--- src/rtl/tank_key_ctrl.sv ---
// Keyboard command controller for the two-player tank game: splits the shared keystroke
// stream into per-player move/fire pulses and owns the pause and restart controls.
module tank_key_ctrl #(
    parameter int unsigned MOVE_DIV      = 2_500_000,
    parameter int unsigned FIRE_COOLDOWN = 50_000_000
) (
    input  logic       clk_100mhz,
    input  logic       clrn,
    input  logic       press,
    input  logic [7:0] ascii,
    output logic [1:0] p1_dir,
    output logic [1:0] p2_dir,
    output logic       p1_move,
    output logic       p2_move,
    output logic       p1_fire,
    output logic       p2_fire,
    output logic       paused,
    output logic       game_rst
);

    localparam int unsigned MoveW = $clog2(MOVE_DIV);
    localparam int unsigned CoolW = $clog2(FIRE_COOLDOWN + 1);
    localparam logic [MoveW-1:0] MoveLast = MoveW'(MOVE_DIV - 1);
    localparam logic [CoolW-1:0] CoolInit = CoolW'(FIRE_COOLDOWN);

    localparam logic [7:0] KeyPause   = 8'h70;
    localparam logic [7:0] KeyRestart = 8'h72;

    logic [8:0] r_s0;
    logic [8:0] r_s1;
    logic       r_paused;
    logic       r_game_rst;

    logic       w_event;
    logic       w_make;
    logic [7:0] w_code;
    logic       w_restart;
    logic       w_pause_tgl;

    // Typematic repeats leave s0 unchanged, so they never register as events.
    assign w_event     = (r_s0 != r_s1) && (r_s0[7:0] != 8'h00);
    assign w_make      = r_s0[8];
    assign w_code      = r_s0[7:0];
    assign w_restart   = w_event && w_make && (w_code == KeyRestart);
    assign w_pause_tgl = w_event && w_make && (w_code == KeyPause);

    function automatic logic [1:0] prio_dir(input logic [3:0] held);
        if (held[0]) begin
            return 2'd0;
        end else if (held[1]) begin
            return 2'd1;
        end else if (held[2]) begin
            return 2'd2;
        end else begin
            return 2'd3;
        end
    endfunction

    always_ff @(posedge clk_100mhz or negedge clrn) begin
        if (!clrn) begin
            r_s0 <= '0;
            r_s1 <= '0;
        end else begin
            r_s0 <= {press, ascii};
            r_s1 <= r_s0;
        end
    end

    always_ff @(posedge clk_100mhz or negedge clrn) begin
        if (!clrn) begin
            r_paused   <= 1'b0;
            r_game_rst <= 1'b0;
        end else if (w_restart) begin
            r_paused   <= 1'b0;
            r_game_rst <= 1'b1;
        end else begin
            r_game_rst <= 1'b0;
            if (w_pause_tgl) begin
                r_paused <= ~r_paused;
            end
        end
    end

    assign paused   = r_paused;
    assign game_rst = r_game_rst;

    for (genvar gp = 0; gp < 2; gp++) begin : g_player
        localparam logic [7:0] KeyUp    = (gp == 0) ? 8'h77 : 8'h69;
        localparam logic [7:0] KeyDown  = (gp == 0) ? 8'h73 : 8'h6B;
        localparam logic [7:0] KeyLeft  = (gp == 0) ? 8'h61 : 8'h6A;
        localparam logic [7:0] KeyRight = (gp == 0) ? 8'h64 : 8'h6C;
        localparam logic [7:0] KeyFire  = (gp == 0) ? 8'h20 : 8'h0D;

        logic [3:0]       r_held_dir;
        logic             r_held_fire;
        logic [1:0]       r_dir;
        logic [MoveW-1:0] r_cnt;
        logic [CoolW-1:0] r_cool;
        logic             r_move;
        logic             r_fire;

        logic [3:0]       w_held_dir_nx;
        logic             w_held_fire_nx;
        logic [1:0]       w_dir_nx;
        logic [MoveW-1:0] w_cnt_nx;
        logic [CoolW-1:0] w_cool_nx;
        logic             w_move_nx;
        logic             w_fire_nx;
        logic             w_is_dir;
        logic             w_is_fire;
        logic [1:0]       w_key_dir;

        always_comb begin
            w_is_dir  = 1'b0;
            w_is_fire = 1'b0;
            w_key_dir = 2'd0;
            if (w_event) begin
                if (w_code == KeyUp) begin
                    w_is_dir  = 1'b1;
                    w_key_dir = 2'd0;
                end else if (w_code == KeyDown) begin
                    w_is_dir  = 1'b1;
                    w_key_dir = 2'd1;
                end else if (w_code == KeyLeft) begin
                    w_is_dir  = 1'b1;
                    w_key_dir = 2'd2;
                end else if (w_code == KeyRight) begin
                    w_is_dir  = 1'b1;
                    w_key_dir = 2'd3;
                end else if (w_code == KeyFire) begin
                    w_is_fire = 1'b1;
                end
            end
        end

        always_comb begin
            w_held_dir_nx  = r_held_dir;
            w_held_fire_nx = r_held_fire;
            w_dir_nx       = r_dir;
            w_cnt_nx       = r_cnt;
            w_move_nx      = 1'b0;
            w_fire_nx      = 1'b0;
            w_cool_nx      = (r_cool != '0) ? r_cool - CoolW'(1) : r_cool;

            if (w_is_dir) begin
                w_held_dir_nx[w_key_dir] = w_make;
            end
            if (w_is_fire) begin
                w_held_fire_nx = w_make;
            end

            if (w_is_dir && w_make) begin
                w_dir_nx  = w_key_dir;
                w_cnt_nx  = '0;
                w_move_nx = ~r_paused;
            end else if (w_held_dir_nx == 4'b0000) begin
                w_cnt_nx = '0;
            end else begin
                // Releasing the facing key falls back to another held key without a pulse.
                if (w_is_dir && (r_dir == w_key_dir)) begin
                    w_dir_nx = prio_dir(w_held_dir_nx);
                end
                if (!r_paused) begin
                    if (r_cnt == MoveLast) begin
                        w_cnt_nx  = '0;
                        w_move_nx = 1'b1;
                    end else begin
                        w_cnt_nx = r_cnt + MoveW'(1);
                    end
                end
            end

            if (w_is_fire && w_make && (r_cool == '0) && !r_paused) begin
                w_fire_nx = 1'b1;
                w_cool_nx = CoolInit;
            end
        end

        always_ff @(posedge clk_100mhz or negedge clrn) begin
            if (!clrn) begin
                r_held_dir  <= '0;
                r_held_fire <= 1'b0;
                r_dir       <= 2'd0;
                r_cnt       <= '0;
                r_cool      <= '0;
                r_move      <= 1'b0;
                r_fire      <= 1'b0;
            end else if (w_restart) begin
                r_held_dir  <= '0;
                r_held_fire <= 1'b0;
                r_dir       <= 2'd0;
                r_cnt       <= '0;
                r_cool      <= '0;
                r_move      <= 1'b0;
                r_fire      <= 1'b0;
            end else begin
                r_held_dir  <= w_held_dir_nx;
                r_held_fire <= w_held_fire_nx;
                r_dir       <= w_dir_nx;
                r_cnt       <= w_cnt_nx;
                r_cool      <= w_cool_nx;
                r_move      <= w_move_nx;
                r_fire      <= w_fire_nx;
            end
        end

        if (gp == 0) begin : g_out1
            assign p1_dir  = r_dir;
            assign p1_move = r_move;
            assign p1_fire = r_fire;
        end else begin : g_out2
            assign p2_dir  = r_dir;
            assign p2_move = r_move;
            assign p2_fire = r_fire;
        end
    end

endmodule

--- config.mk ---
export PLATFORM = sky130hd
export DESIGN_NAME = tank_key_ctrl
export DESIGN_NICKNAME = d
export VERILOG_FILES = /design/src/rtl/tank_key_ctrl.sv
export SDC_FILE = /design/constraint.sdc
export NUM_CORES = 1
export LEC_CHECK = 0
export CORE_UTILIZATION = 60
export CTS_CLUSTER_DIAMETER = 80
export DETAILED_ROUTE_END_ITERATION = 10
export DONT_BUFFER_PORTS = 1
export PLACE_DENSITY_LB_ADDON = 0.05
export SLEW_MARGIN = 20
export SYNTH_ARGS = -nofsm -noshare
export SYNTH_HDL_FRONTEND = slang
export SYNTH_SLANG_ARGS = --single-unit
--- constraint.sdc ---
create_clock -name clk_100mhz -period 8.1 [get_ports clk_100mhz]
set_input_delay 0.81 -clock clk_100mhz [delete_from_list [all_inputs] [get_ports clk_100mhz]]
set_output_delay 0.81 -clock clk_100mhz [all_outputs]
set_load 0.1 [all_outputs]
* Yosys cells after proc, flatten, opt, wreduce, memory -nomap -nowiden
Index checks and enable logic that the tools add are counted.
** Cells by class
- Add/subtract/negate cells :: 4
- Magnitude comparators :: 4
- Equality and inequality tests :: 21
- Multiplexer cells :: 89
- Bitwise gates (word level) :: 1
- Reduce and logical (&&, ||, !) cells :: 31
** Operators by type and width (number)
- $mux W22 :: 10
- $mux W26 :: 6
- $eq A8 B7 Y1 const B :: 10
- $logic_not A26 Y1 :: 2
- $reduce_bool A26 Y1 :: 2
- $sub A26 B1 Y26 const B :: 2
- $add A22 B1 Y22 const B :: 2
- $eq A22 B22 Y1 const B :: 2
- $mux W2 :: 22
- $mux W1 :: 43
- $logic_and A1 B1 Y1 :: 16
- $mux W4 :: 4
- $reduce_bool A3 Y1 :: 4
- $ne A9 B9 Y1 :: 1
- $bwmux W4 :: 2
- $eq A8 B4 Y1 const B :: 1
- $eq A8 B6 Y1 const B :: 1
- $logic_not A4 Y1 :: 2
- $ne A4 B1 Y1 const B :: 2
- $reduce_bool A8 Y1 :: 1
- $lt A2 B3 Y1 const B :: 2
- $ne A3 B3 Y1 const B :: 2
- $demux W1 S2 :: 2
- $eq A2 B2 Y1 :: 2
- other kinds (5) :: 7
** Word-level totals
- Register bits :: 132
- Output and inout port bits :: 10
- Logic and storage cells :: 166

* Logic depth before layout (Yosys ltp)
Gate-level depths: netlist of run 1.
- Depth after elaboration :: 19
- Gate-level depth with buffers :: 10
- Mapped depth without buffers :: 9

* Worst setup path after synthesis of run 1
Ideal clock, no wire load.
- Kind :: register to register
- Start :: register g_player[1].r_cool[4]
- End :: register g_player[1].r_cool[19]
- Setup time :: 144 ps
- Arrival time :: 2428 ps
- Slack :: 5527 ps
- Cell stages (with the launch flop) :: 8
- Period minus slack after synthesis :: 2573 ps
- Cells stage by stage :: dfrtp_1 -> or4_4 -> or4b_4 -> nor4_4 -> nand2b_1 -> or4_1 -> xor2_1 -> a21oi_2
** Between the ends
- Word-level cells in the longest chain between the ends :: 5
** Ends and longest elaborated chain
- start, declared :: line 98 : logic [CoolW-1:0] r_cool;
- start signal, assigned :: line 201 : r_cool <= w_cool_nx;
- branches (longest 5 deep; another with $sub A26 B1 Y26)
Parallel ways; which one is timed is not known. The select of a mux whose other input is x is not followed.
A chain may end at the register's enable or synchronous reset.

* Worst setup path after layout of run 1
- Start :: register r_s0[2]
- End :: register g_player[0].r_cnt[14]
** Between the ends
- Word-level cells in the longest chain between the ends :: 16
** Ends and longest elaborated chain
- start, declared :: line 29 : logic [8:0] r_s0;
- start signal, assigned :: line 64 : r_s0 <= {press, ascii};
- $eq A8 B7 Y1 :: line 127 : end else if (w_code == KeyRight) begin
- $mux W2 :: line 127
- $mux W2 :: line 124 : end else if (w_code == KeyLeft) begin
- $mux W2 :: line 121 : end else if (w_code == KeyDown) begin
- $mux W2 :: line 118 : if (w_code == KeyUp) begin
- $mux W2 :: line 117 : if (w_event) begin
- $lt A2 B3 Y1 (implied by the code) / $ge A2 B1 Y1 (equally long branches) :: line 146 : w_held_dir_nx[w_key_dir] = w_make;
- $logic_and A1 B1 Y1 (implied by the code) :: line 146
- $mux W1 (implied by the code) :: line 146
- $demux W1 S2 :: line 146
- $bwmux W4 :: line 146
- $mux W4 :: line 145 : if (w_is_dir) begin
- $logic_not A4 Y1 :: line 156 : end else if (w_held_dir_nx == 4'b0000) begin
- $mux W22 :: line 156
- $mux W22 :: line 152 : if (w_is_dir && w_make) begin
- $mux W22 :: line 188 : end else if (w_restart) begin
- end signal, assigned :: line 200 : r_cnt <= w_cnt_nx;
- end, declared :: line 97 : logic [MoveW-1:0] r_cnt;
Parallel ways exist; a longest one is shown, timed or not.

==> results of run 1 <==
[where the power goes]
part | leakage (nW) | switching (mW) | total, mW | internal (mW)
logic | 1.22 | 0.219 | 0.400 | 0.182
registers | 1.71 | 0.196 | 0.982 | 0.786
clock network | 0.267 | 0.264 | 0.708 | 0.445
[state kept, by name, indices dropped and copies added, names as in the netlist, 2 cells and up]
register and count:
r_s0 9, g_player.r_held_dir 8, g_player.r_cool 52, r_s1 9, p1_dir 2, g_player.r_cnt 44, p2_dir 2
[cells by family after synthesis]
group | synth area share (%)
and+or+nand+nor | 30.0
AOI/OAI and AO/OA | 13.2
DFF | 45.5
xor gates and xnor gates | 6.63
buffers and inverters | 2.74
muxes | 1.29
adders and majority gates | 0.689
[path summary, 6_finish.rpt]
check,start,end,cells past startpoint
max,r_s0[2],g_player[0].r_cnt[14],8
min in group clk_100mhz,ascii[6],r_s0[6],0
min reg2reg,g_player[0].r_cool[6],g_player[0].r_cool[6],2
max reg2reg,r_s0[2],g_player[0].r_cnt[14],8
max in group asynchronous,clrn,g_player[0].r_cool[3],0
min,clrn,g_player[1].r_cool[2],0
[critical path: stages (launching register included)]
cell and delay, ns:
dfrtp_1 0.63, or3b_2 0.61, nor4b_1 0.37, o311a_1 0.24
buf_4 0.33, or3_1 0.80, o21ai_0 0.22, a21oi_1 0.20
nor2_1 0.05
[final cells by class]
cell class,count,share of cell area (%)
Multi-Input combinational cell,638,47.9
Sequential cell,132,42.0
Clock buffer,23,6.20
Tap cell,143,2.27
Inverter,15,0.716
Clock inverter,5,0.668
Timing Repair Buffer,3,0.286
[cell usage after synthesis (17+ instances only)]
cell,n
or3_1,31
dfrtp_1,132
a21oi_1,62
o21ai_0,53
nor2_1,111
nand3_1,36
xnor2_1,36
clkbuf_1,28
nor3b_1,17
nor3_1,31
nand2_1,62
nor4_1,23
xor2_1,19
[cell usage in the layout, fill, tap and decap left out, types with 13 or more instances in the layout]
cell type,synthesis,final
nor3_1,31,31
nor2b_1,16,15
nand2_1,62,62
nor4_1,23,23
a21oi_1,62,62
nor3b_1,17,17
and3_1,13,13
nor2_1,111,111
xor2_1,19,19
inv_1,15,15
nand3_1,36,36
clkbuf_16,0,17
o21ai_0,53,52
dfrtp_1,132,132
or3_1,31,31
xnor2_1,36,36
[metrics by stage]
| stage | instance area (µm²) | power, mW |
|---|---|---|
| after floorplan | 7270 | 1.29 |
| after global placement | 7330 | 1.35 |
| after detailed placement | 7330 | 1.38 |
| after CTS | 7870 | 2.10 |
| after global routing | 7870 | 2.20 |
| final | 7870 | 2.09 |
[layer usage]
layer,GRT usage [%],vias to the layer above,part of all wire [%]
met4,10.8,0,1.8
met1,37.4,2963,46
met2,43.9,161,47
met5,0,-,0
li1,-,2928,-
met3,6.26,31,4.8
==> out/metrics.csv, run 1 <==
metric,value,unit
crit_path_start_kind,flop,
dp.cells,931,
clk_latency,0.43,ns
fin_worst_skew,0.0111,ns
synth_nets,835,
vias,6083,
path_class,flop to flop,
cts_tree,yes,
grt_pass1_vias,5873,
numCtsBuffers,17,
antenna_found_initial,0,
peakVddDrop,167,µV
row_count,39,
p_per_area,266,nW/µm²
hold_slack,0.0776,ns
synth_top_cell_by_area,dfrtp_1,
synth_area_leaders,"dfrtp_1, nor2_1, xnor2_1",
drive_above_1_share,6.13,%
root_buffer,clkbuf_16,
netlist_area,7270,µm²
die_w,112,µm
place_ws,4.62,ns
fin_tns_setup,0,ns
via_per_inst,6.34,
ios,21,
dp_hpwl,10500,µm
ff2ff_setup_slack,4.47,ns
drtIter0Drc,469,
wl_per_cell,16.9,µm
finalCritPeriodShare,44.8,%
worstPathArrival,3.90,ns
dieHeight,112,µm
yosysUniqueCellTypes,67,
grt_pass1_wl,28100,µm
syn_area_per_cell,8.86,µm²
worst_slack,4.47,ns
slew_viol_final,0,
ant_nets,0,
remaining_drc_errors,1,
register_area,3300,µm²
maxCapViolCount,0,
fillers,935,
period_needed,3.63,ns
cts_max_path_buffers,2,
cp-end-kind,flop,
hold_class,input port to asynchronous set/reset pin,
multi_input_area,3770,µm²
async_flop_share,100,%
slew-limit-headroom,31.9,%
grtUsageTotal,27.7,%
finalHoldViolCount,0,
leakage,3.20,nW
rsz0062_at_grt,false,
synth-edff-count,0,
layout.cells.non_filler,959,
grt_max_degree,133,
htree_levels,4,
fmax,276,MHz
area_growth,8.28,%
ys.flop_type,dfrtp_1,
yosysWarnings,0,
first_pass_iters,10,
post-route-util,67.8,%
dieArea,12600,µm²
drt_wl_total,16200,µm
crit_required,8.37,ns
antenna_cells,0,
synth_top_area_share,45.5,%
core_area,11600,µm²
failed_checks,DRC,
status,"finished, violations left",
gp_congestion,0.883,
ys_ff_latch,132,
cts.sinks,132,
worstMarginPinSlew,1.02,ns
num-nets-final,822,
cts_resized,0,
start_util,62.6,%
clk_pin_slew,0.06,ns
syn-instance-count,820,
yosysSeqAreaShare,45.5,%
hold_buffers,0,
crit_fanout,34,
postCtsSetupRepairBufs,0,
overflow,0,
finalSetupViolations,0,
port_buffers,0,
(Power assumes the default switching activity.)
==> run 2: changes to the inputs <==
--- a/config.mk
+++ b/config.mk
@@ -5,7 +5,7 @@
 export SDC_FILE = /design/constraint.sdc
 export NUM_CORES = 1
 export LEC_CHECK = 0
-export CORE_UTILIZATION = 60
+export CORE_UTILIZATION = 58
 export CTS_CLUSTER_DIAMETER = 80
 export DETAILED_ROUTE_END_ITERATION = 10
 export DONT_BUFFER_PORTS = 1
==> constraint.sdc (replaced) <==
create_clock -name clk_100mhz -period 3.27 [get_ports clk_100mhz]
set_input_delay 0.327 -clock clk_100mhz [delete_from_list [all_inputs] [get_ports clk_100mhz]]
set_output_delay 0.327 -clock clk_100mhz [all_outputs]
set_load 0.1 [all_outputs]
==> out/metrics.csv, run 2 (same netlist as run 1, synthesis figures left out) <==
metric,value,unit
status,"finished, violations left",
failed_checks,hold timing,
antenna_found_initial,0,
register_area,3300,µm²
core_area,12100,µm²
cts_max_path_buffers,2,
crit_fanout,34,
area_growth,12.9,%
drt_wl_total,16800,µm
hold_class,input port to asynchronous set/reset pin,
largest_reg_flops,52,
start_util,60.0,%
clk_pin_slew,0.06,ns
path_cells,"xnor2_1, nand3_1, o311a_1, or3_1, buf_4, or4_1, a21oi_1",
crit_required,3.60,ns
antenna_cells,0,
cts_resized,0,
vias,6193,
p_per_area,660,nW/µm²
wl_per_cell,16.6,µm
cts_tree,yes,
path_class,flop to flop,
finalHoldViolCount,132,
drive_above_1_share,8.72,%
drtIter0Drc,413,
worstReg2RegStart,r_s0[5],
finalSetupViolations,0,
slowest_delay,0.53,ns
first_pass_iters,5,
clk_latency,0.42,ns
gp_congestion,0.910,
maxCapViolCount,0,
port_buffers,0,
fmax,351,MHz
grt_pass1_vias,5927,
fin_worst_skew,0.00728,ns
dieHeight,114,µm
reg.largest.list,"g_player.r_cool: 52 flops, g_player.r_cnt: 44 flops",
ant_nets,0,
final_common_cell,dfrtp_1,
grt_max_degree,133,
cp_slowest_cell,o311a_1,
period_needed,2.85,ns
dp_hpwl,11000,µm
rsz0062_at_grt,false,
hold_buffers,9,
leakage,3.37,nW
multi_input_area,3770,µm²
htree_levels,4,
hold_slack,-0.397,ns
post-route-util,67.7,%
ff2ff_setup_slack,0.42,ns
final_cell_mix,"dfrtp_1, nor2_1, nand2_1, a21oi_1, o21ai_0",
root_buffer,clkbuf_16,
top_register,g_player.r_cool,
row_count,40,
crit_path_start_kind,flop,
grtUsageTotal,27.5,%
worstMarginPinSlew,0.873,ns
slew-limit-headroom,41.9,%
peakVddDrop,484,µV
slew_viol_final,0,
grt_pass1_wl,28500,µm
numCtsBuffers,17,
num-nets-final,851,
cts.sinks,132,
overflow,0,
reg2regPathDepth,7,
fin_tns_setup,0,ns
fillers,999,
via_per_inst,6.09,
remaining_drc_errors,0,
worstPathArrival,3.18,ns
postCtsSetupRepairBufs,0,
dieArea,13000,µm²
ios,21,
finalCritPeriodShare,87.2,%
die_w,114,µm
r2r-end,g_player[0].r_cnt[21],
cp-end-kind,flop,
## run 2: cell types whose count changed in the layout (fill, tap and decap cells not counted)
cell / change
dlygate4sd3_1: +9
clkbuf_8: -1
buf_4: +20
clkinvlp_4: -1
clkinv_4: +1
bufinv_16: +2
clkinv_2: +3
## run 2: how the worst max path moves through the flow
stage,start,to
finish,r_s0[5],g_player[0].r_cnt[21]
global placement,r_s0[4],g_player[0].r_cnt[21]
global route,r_s0[5],g_player[0].r_cnt[21]
CTS,r_s0[5],g_player[1].r_cnt[7]
detailed placement,g_player[1].r_cool[4],g_player[1].r_cool[19]
floorplan,g_player[1].r_cool[4],g_player[1].r_cool[19]
## run 2: area by class of cell
| type | count | share of cell area, % |
|---|---|---|
| tap | 168 | 2.56 |
| timing repair buffer | 32 | 3.20 |
| multi-input combinational | 638 | 45.9 |
| clock buffer | 22 | 5.78 |
| clock inverter | 10 | 1.57 |
| inverter | 15 | 0.686 |
| sequential | 132 | 40.3 |
## run 2: worst max-delay path, delay by kind of cell (launching register included)
kind / cells / cell delay [ns]
simple gates: 3 / 1.14
flops: 1 / 0.48
compound gates: 2 / 0.68
xor+xnor: 1 / 0.20
buf+inv: 1 / 0.24
## run 2: report_power, final
group | internal (mW) | switching, mW
logic | 0.485 | 0.703
registers | 1.95 | 0.340
clock network | 1.25 | 0.680
total | 3.69 | 1.72
## run 2: per-stage QoR
stage | hold WS (ns) | instances | setup WS [ns] | power [mW] | area (µm²)
2_1_floorplan | 0.0314 | 820 | 0.697 | 3.19 | 7270
5_1_grt | -0.420 | 1017 | 0.256 | 5.70 | 8200
3_3_place_gp | 0.0343 | 976 | 0.545 | 3.39 | 7510
3_5_place_dp | 0.0344 | 976 | 0.505 | 3.47 | 7510
6_report | -0.397 | 1017 | 0.418 | 5.41 | 8200
4_1_cts | -0.408 | 1017 | 0.456 | 5.44 | 8200
## run 2: metal layers
metal | routed length, µm | share of wire, % | GRT usage [%]
met5 | 0 | 0 | 0
met4 | 146 | 0.87 | 7.27
met3 | 621 | 3.7 | 6.38
met2 | 8450 | 50 | 46.1
met1 | 7620 | 45 | 35.9
==> run 3: changes to the inputs <==
--- a/config.mk
+++ b/config.mk
@@ -10,6 +10,7 @@
 export DETAILED_ROUTE_END_ITERATION = 10
 export DONT_BUFFER_PORTS = 1
 export PLACE_DENSITY_LB_ADDON = 0.05
+export SKIP_CTS_REPAIR_TIMING = 1
 export SLEW_MARGIN = 20
 export SYNTH_ARGS = -nofsm -noshare
 export SYNTH_HDL_FRONTEND = slang
==> out/metrics.csv, run 3 (same netlist as run 1, synthesis figures left out) <==
metric,value,unit
status,"finished, violations left",
failed_checks,hold timing,
rsz0062_at_grt,false,
grt_pass1_wl,28400,µm
crit_path_start_kind,flop,
worstMarginPinSlew,0.874,ns
leakage,3.37,nW
slew_viol_final,0,
path_class,flop to flop,
peakVddDrop,484,µV
ant_nets,0,
fmax,350,MHz
vias,6202,
finalCritPeriodShare,87.3,%
largest_reg_flops,52,
maxCapViolCount,0,
numCtsBuffers,17,
reg.largest.list,"g_player.r_cool: 52 flops, g_player.r_cnt: 44 flops",
final_common_cell,dfrtp_1,
drt_wl_total,16900,µm
cp-end-kind,flop,
core_area,12100,µm²
dp_hpwl,11000,µm
antenna_cells,0,
p_per_area,659,nW/µm²
grt_pass1_vias,5889,
fin_worst_skew,0.00648,ns
overflow,0,
first_pass_iters,5,
grtUsageTotal,27.4,%
via_per_inst,6.10,
finalSetupViolations,0,
hold_slack,-0.394,ns
grt_max_degree,133,
worstPathArrival,3.18,ns
cts.sinks,132,
root_buffer,clkbuf_16,
cts_max_path_buffers,2,
start_util,60.0,%
hold_class,input port to asynchronous set/reset pin,
htree_levels,4,
num-nets-final,851,
finalHoldViolCount,132,
remaining_drc_errors,0,
register_area,3300,µm²
ios,21,
antenna_found_initial,0,
crit_start,r_s0[7],
fillers,1001,
drive_above_1_share,8.72,%
dieHeight,114,µm
final_cell_mix,"dfrtp_1, nor2_1, nand2_1, a21oi_1, o21ai_0",
crit_fanout,34,
multi_input_area,3770,µm²
dieArea,13000,µm²
crit_required,3.59,ns
r2r-end,g_player[0].r_cnt[21],
reg2regPathDepth,7,
port_buffers,0,
die_w,114,µm
clk_latency,0.42,ns
worstReg2RegStart,r_s0[7],
total_power,5.41,mW
cts_tree,yes,
wl_per_cell,16.6,µm
row_count,40,
slew-limit-headroom,41.8,%
period_needed,2.86,ns
top_register,g_player.r_cool,
drtIter0Drc,420,
area_growth,12.9,%
clk_pin_slew,0.06,ns
ff2ff_setup_slack,0.41,ns
gp_congestion,0.910,
fin_tns_setup,0,ns
[run 3: cell counts in the layout (fill, tap and decap cells not counted)]
Identical to the previous run, type by type.
[run 3: layer usage]
metal | share of wire (%) | vias to the layer above | global-route usage (%)
met5 | 0 | - | 0
met4 | 0.96 | 0 | 7.27
met1 | 45 | 3048 | 35.7
met2 | 50 | 154 | 46.1
met3 | 4.2 | 21 | 6.38
li1 | - | 2979 | -
[run 3: metrics by stage]
| stage | utilization (%) | instances | setup slack [ns] | area (µm²) |
|---|---|---|---|---|
| 2_1_floorplan | - | 820 | 0.697 | 7270 |
| 3_3_place_gp | 62.0 | 976 | 0.545 | 7510 |
| 3_5_place_dp | 62.0 | 976 | 0.505 | 7510 |
| 4_1_cts | 67.0 | 1008 | 0.456 | 8110 |
| 5_1_grt | 67.7 | 1017 | 0.256 | 8200 |
| 6_report | 67.7 | 1017 | 0.415 | 8200 |
[run 3: how the worst max path moves through the flow]
| stage | endpoint | slack [ns] | cells after the start |
|---|---|---|---|
| after floorplan | g_player[1].r_cool[19] | 0.70 | 7 |
| final | g_player[0].r_cnt[21] | 0.41 | 7 |
| after CTS | g_player[1].r_cnt[7] | 0.46 | 6 |
| after global placement | g_player[0].r_cnt[21] | 0.54 | 6 |
| after detailed placement | g_player[1].r_cool[19] | 0.50 | 7 |
| after global routing | g_player[0].r_cnt[21] | 0.26 | 7 |
[run 3: where the power goes]
group          total [mW]  leakage, nW  switching, mW  internal, mW
clock                1.93        0.303          0.678          1.25
combinational        1.19         1.36          0.703         0.485
sequential           2.29         1.71          0.341          1.95
[run 3: final cells by class]
class                   instances  area share, %
clock buffers                  22           5.78
clock inverters                10           1.57
inverters                      15          0.686
multi-input cells             638           45.9
flip-flops and latches        132           40.3
well taps                     168           2.56
repair buffers                 32           3.20
[run 3: critical path, stage by stage, from the launching register on]
cell and delay, ns:
dfrtp_1 0.47, xnor2_1 0.20, nand3_1 0.23, o311a_1 0.54, or3_1 0.40, buf_4 0.24
or4_1 0.52, a21oi_1 0.15
